`config.mk`:
```
export PLATFORM = sky130hd
export DESIGN_NAME = common_dffram_wrctrl
export DESIGN_NICKNAME = d
export VERILOG_FILES = /design/src/rtl/common_dffram_wrctrl.sv
export SDC_FILE = /design/constraint.sdc
export NUM_CORES = 1
export LEC_CHECK = 0
export ABC_CLOCK_PERIOD_IN_PS = 1320
export BUFFER_PORTS_ARGS = -buffer_cell sky130_fd_sc_hd__buf_4
export CORE_AREA = 2 2 39 41
export CTS_CLUSTER_SIZE = 12
export DETAILED_ROUTE_END_ITERATION = 10
export DIE_AREA = 0 0 41 43
export PLACE_DENSITY = 0.42
export SYNTH_ARGS = -nofsm -noshare
export SYNTH_HDL_FRONTEND = slang
export SYNTH_SLANG_ARGS = --single-unit
```
`constraint.sdc`:
```
create_clock -name clk -period 1.32 [get_ports clk]
set_input_delay 0.198 -clock clk [delete_from_list [all_inputs] [get_ports clk]]
set_output_delay 0.198 -clock clk [all_outputs]
set_load 0.05 [all_outputs]
```
`src/rtl/common_dffram_wrctrl.sv`:
```
// Write-port controller for the DFF RAM: round-robin sharing of the single
// write port between two requesters, plus a clear sweep that fills every
// entry with CLEAR_VALUE after reset and on request.
module common_dffram_wrctrl #(
  parameter int unsigned                RAM_DATA_WIDTH = 1,
  parameter int unsigned                RAM_ADDR_WIDTH = 1,
  parameter logic [RAM_DATA_WIDTH-1:0]  CLEAR_VALUE    = '0
) (
  input  logic                      clk,
  input  logic                      reset,
  input  logic                      clear_req,
  output logic                      clear_busy,
  input  logic                      req0_valid,
  input  logic [RAM_ADDR_WIDTH-1:0] req0_addr,
  input  logic [RAM_DATA_WIDTH-1:0] req0_data,
  output logic                      req0_ready,
  input  logic                      req1_valid,
  input  logic [RAM_ADDR_WIDTH-1:0] req1_addr,
  input  logic [RAM_DATA_WIDTH-1:0] req1_data,
  output logic                      req1_ready,
  output logic [RAM_ADDR_WIDTH-1:0] ram_addra,
  output logic                      ram_ena,
  output logic                      ram_wea,
  output logic [RAM_DATA_WIDTH-1:0] ram_dina
);

  typedef enum logic {
    S_CLEAR = 1'b0,
    S_RUN   = 1'b1
  } state_t;

  // All-ones address is the last entry (DEPTH-1).
  localparam logic [RAM_ADDR_WIDTH-1:0] LAST_ADDR = '1;

  state_t                      r_state;
  logic [RAM_ADDR_WIDTH-1:0]   r_cnt;
  logic                        r_ptr;      // 0: requester 0 has priority
  logic                        r_ram_en;
  logic [RAM_ADDR_WIDTH-1:0]   r_ram_addr;
  logic [RAM_DATA_WIDTH-1:0]   r_ram_din;

  state_t                      w_state_nxt;
  logic [RAM_ADDR_WIDTH-1:0]   w_cnt_nxt;
  logic                        w_ptr_nxt;
  logic                        w_en_nxt;
  logic [RAM_ADDR_WIDTH-1:0]   w_addr_nxt;
  logic [RAM_DATA_WIDTH-1:0]   w_din_nxt;
  logic                        w_grant0;
  logic                        w_grant1;
  logic                        w_rdy0;
  logic                        w_rdy1;

  // A lone requester always wins; with both valid the pointer decides.
  assign w_grant0 = !req1_valid || !r_ptr;
  assign w_grant1 = !req0_valid ||  r_ptr;

  assign clear_busy = (r_state == S_CLEAR);
  assign req0_ready = w_rdy0;
  assign req1_ready = w_rdy1;
  assign ram_addra  = r_ram_addr;
  assign ram_ena    = r_ram_en;
  assign ram_wea    = r_ram_en;
  assign ram_dina   = r_ram_din;

  // Next-state, arbitration and next RAM-port values.
  always_comb begin
    w_state_nxt = r_state;
    w_cnt_nxt   = r_cnt;
    w_ptr_nxt   = r_ptr;
    w_en_nxt    = 1'b0;
    w_addr_nxt  = r_ram_addr;
    w_din_nxt   = r_ram_din;
    w_rdy0      = 1'b0;
    w_rdy1      = 1'b0;
    case (r_state)
      S_CLEAR: begin
        w_en_nxt   = 1'b1;
        w_addr_nxt = r_cnt;
        w_din_nxt  = CLEAR_VALUE;
        w_cnt_nxt  = r_cnt + RAM_ADDR_WIDTH'(1);
        if (r_cnt == LAST_ADDR) begin
          w_state_nxt = S_RUN;
        end
      end
      S_RUN: begin
        if (clear_req) begin
          w_state_nxt = S_CLEAR;
          w_cnt_nxt   = '0;
        end else begin
          w_rdy0 = req0_valid && w_grant0;
          w_rdy1 = req1_valid && w_grant1;
          if (w_rdy0) begin
            w_en_nxt   = 1'b1;
            w_addr_nxt = req0_addr;
            w_din_nxt  = req0_data;
            w_ptr_nxt  = 1'b1;
          end else if (w_rdy1) begin
            w_en_nxt   = 1'b1;
            w_addr_nxt = req1_addr;
            w_din_nxt  = req1_data;
            w_ptr_nxt  = 1'b0;
          end
        end
      end
    endcase
  end

  // Control state: FSM state, sweep counter and priority pointer.
  always_ff @(posedge clk) begin
    if (reset) begin
      r_state <= S_CLEAR;
      r_cnt   <= '0;
      r_ptr   <= 1'b0;
    end else begin
      r_state <= w_state_nxt;
      r_cnt   <= w_cnt_nxt;
      r_ptr   <= w_ptr_nxt;
    end
  end

  // Registered RAM write port; address/data hold when no write is issued.
  always_ff @(posedge clk) begin
    if (reset) begin
      r_ram_en   <= 1'b0;
      r_ram_addr <= '0;
      r_ram_din  <= '0;
    end else begin
      r_ram_en   <= w_en_nxt;
      r_ram_addr <= w_addr_nxt;
      r_ram_din  <= w_din_nxt;
    end
  end

endmodule

```
==> impl_metrics.yaml <==
sta:
  finalSetupViolations: 0
  whs_ps: 164
  finalMaxSlewViolations: 0
  clock_skew_ps: 3.35
  fin_ws_ps: 74.4
  period_share_pct: 94.4
  rsz0062_at_grt: "false"
  worstMarginPinSlew_ps: 315
  hold_viol: 0
  slew_headroom_pct: 79.0
  finalCriticalPeriod_ps: 1250
  max_freq_mhz: 803
  fin_tns_setup_ps: 0
placed_design:
  numPortBuffers: 15
  gp_congestion: 0.764
  dp_cells: 62
  hpwl_um: 560
  postPlaceCellArea_um2: 427
  place_ws_ps: 109
cells_and_area:
  final_cell_area_um2: 469
  area_growth_pct: 65.2
  drive_gt1_share_pct: 52.0
  antenna_cells: 0
  finalNonFillerCells: 66
  finish.net_count: 61
  utilization_pct: 33.9
  final.fill_count: 167
critical_path:
  cp_slowest_cell: "dfxtp_1"
  cpPeakStageDelay_ps: 330
  criticalPathCategory: "flop to flop"
  worstSetupStartpoint: "r_ptr$_SDFFE_PP0P_"
  r2r_start: "r_ptr$_SDFFE_PP0P_"
  cp-start-kind: "flop"
  end_kind: "flop"
  crit_path_max_fanout: 3
  critical_path_buf_inv_count: 1
  worstPathRequired_ps: 1450
  crit_family: "compound AO/OA/AOI/OAI gates"
  arrival_ps: 1370
  path_cells: "a21boi_2 > buf_4 > mux2_4 > o2111a_1"
route:
  postRouteAntennaNets: 0
  drt_first_pass_iters: 4
  drc: 0
  num_vias: 293
  drt_iter0_markers: 12
  wl_per_cell_um: 11.0
  routed_wirelength_um: 727
  vias_per_cell: 4.44
floorplan:
  num_io_pins: 16
  fp.dieH_um: 43
  initial_core_util_pct: 20.5
  dieArea_um2: 1760
  die_x_um: 41
  num_rows: 14
  core-area_um2: 1380
synthesis:
  syn-num-nets: 39
  synth_area_leaders: "dfxtp_1, a21oi_1, mux2_4, nor2_1, nor2b_1"
  synth_area_per_cell_um2: 9.47
  synth_commonest_cells: "dfxtp_1, nor2_1, a21oi_1"
  ys_ff_latch: 6
  synth-edff-count: 0
  ys.flop_type: "dfxtp_1"
  synthCells: 30
  synthesis.area_um2: 284
  synth_top_area_share_pct: 42.3
  synth_seq_area_share_pct: 42.3
  synth_area_leader_cell: "dfxtp_1"
  yosysMostFrequentCell: "dfxtp_1"
  ys_types: 18
  yosysWarnings: 0
  synthArstFlopShare_pct: 0
global_routing:
  grt_max_degree: 7
  grt_pass1_wl_um: 1140
  grt-ovfl-total: 0
  track_usage_pct: 10.2
  first_global_vias: 295
  antenna_found_initial: 0
cts:
  clockBufferDepth: 2
  h-tree-depth: 1
  cts.sink_count: 6
  clkSlewWorstSetupHoldPaths_ps: 40
  cts_hold_buffers: 0
  root_buffer: "clkbuf_4"
  cts_buffers: 3
  cts_tree: "yes"
  clk_latency_ps: 240
job:
  maxCapViolCount: 0
run_status:
  status: "completed"
pwr:
  total_power_mw: 0.547
  max-vdd-ir-drop_v: 0.000548
  powerDensity_nw_per_um2: 1170
  leakage_nw: 0.216
min_path:
  hold_start: "reset"
  worstHoldPathType: "input pin to flop"
[state kept, by name, indices dropped and copies added (netlist names)]
| register | flops |
|---|---|
| r_state | 1 |
| r_ptr | 1 |
| ram_ena | 1 |
| r_cnt | 1 |
| ram_addra | 1 |
| ram_dina | 1 |
[routing by layer]
metal	track usage, %	vias to the layer above	wire length, µm
met5	0	-	0
met4	4.00	0	0
met3	7.85	0	64
met2	14.7	14	384
met1	10.7	131	277
li1	-	148	-
[path summary, 6_finish.rpt]
path,to,slack (ps),cells after the start
max,ram_dina$_SDFFE_PP0P_,70,4
min,ram_ena$_SDFF_PP0_,160,2
max reg2reg,ram_dina$_SDFFE_PP0P_,70,4
min reg2reg,r_cnt$_SDFFE_PP0P_,480,2
[report_power, final]
| part | leakage (nW) | total (mW) | internal [mW] | switching [mW] |
|---|---|---|---|---|
| clock network | 0.0138 | 0.162 | 0.102 | 0.0595 |
| logic | 0.153 | 0.175 | 0.0719 | 0.103 |
| registers | 0.0499 | 0.211 | 0.200 | 0.0109 |
| total | 0.216 | 0.547 | 0.374 | 0.173 |
[final cells by class]
type	count	area [µm²]	area share, %
multi-input cells	21	159	33.9
repair buffers	18	139	29.6
flip-flops and latches	6	121	25.9
clock buffers	3	22.5	4.80
well taps	16	20.0	4.27
inverters	2	7.51	1.60
[what timing repair did]
action	in CTS	in global routing
cloned	0	0
endpoints found under the setup margin	1	1
pin swaps	1	0
buffers inserted	1	0
resized for setup	0	4
[logic make-up (layout without fill, tap and decap cells)]
kind of cell | after synthesis | count (layout) | share of synthesized area [%]
AO/OA/AOI/OAI | 10 | 10 | 26.9
multiplexers | 2 | 2 | 8.81
buffers and inverters | 3 | 23 | 5.29
AND/OR/NAND/NOR | 9 | 9 | 16.7
flip-flops | 6 | 6 | 42.3
[cells in the final DEF, fill, tap and decap left out]
cell	count
a21boi_2	1
nand2b_1	1
a22oi_1	1
a21oi_1	3
mux2_4	1
dfxtp_1	5
nand3b_1	1
clkbuf_4	3
a211oi_1	1
and2_1	1
buf_6	1
nor2_1	3
mux2i_1	1
o21bai_1	1
o32ai_1	1
o2111a_1	1
nor2b_1	1
inv_1	2
o211ai_1	1
nor2_2	1
dfxtp_2	1
nor2b_4	1
buf_4	17
Power figures use the tool's default switching activity.
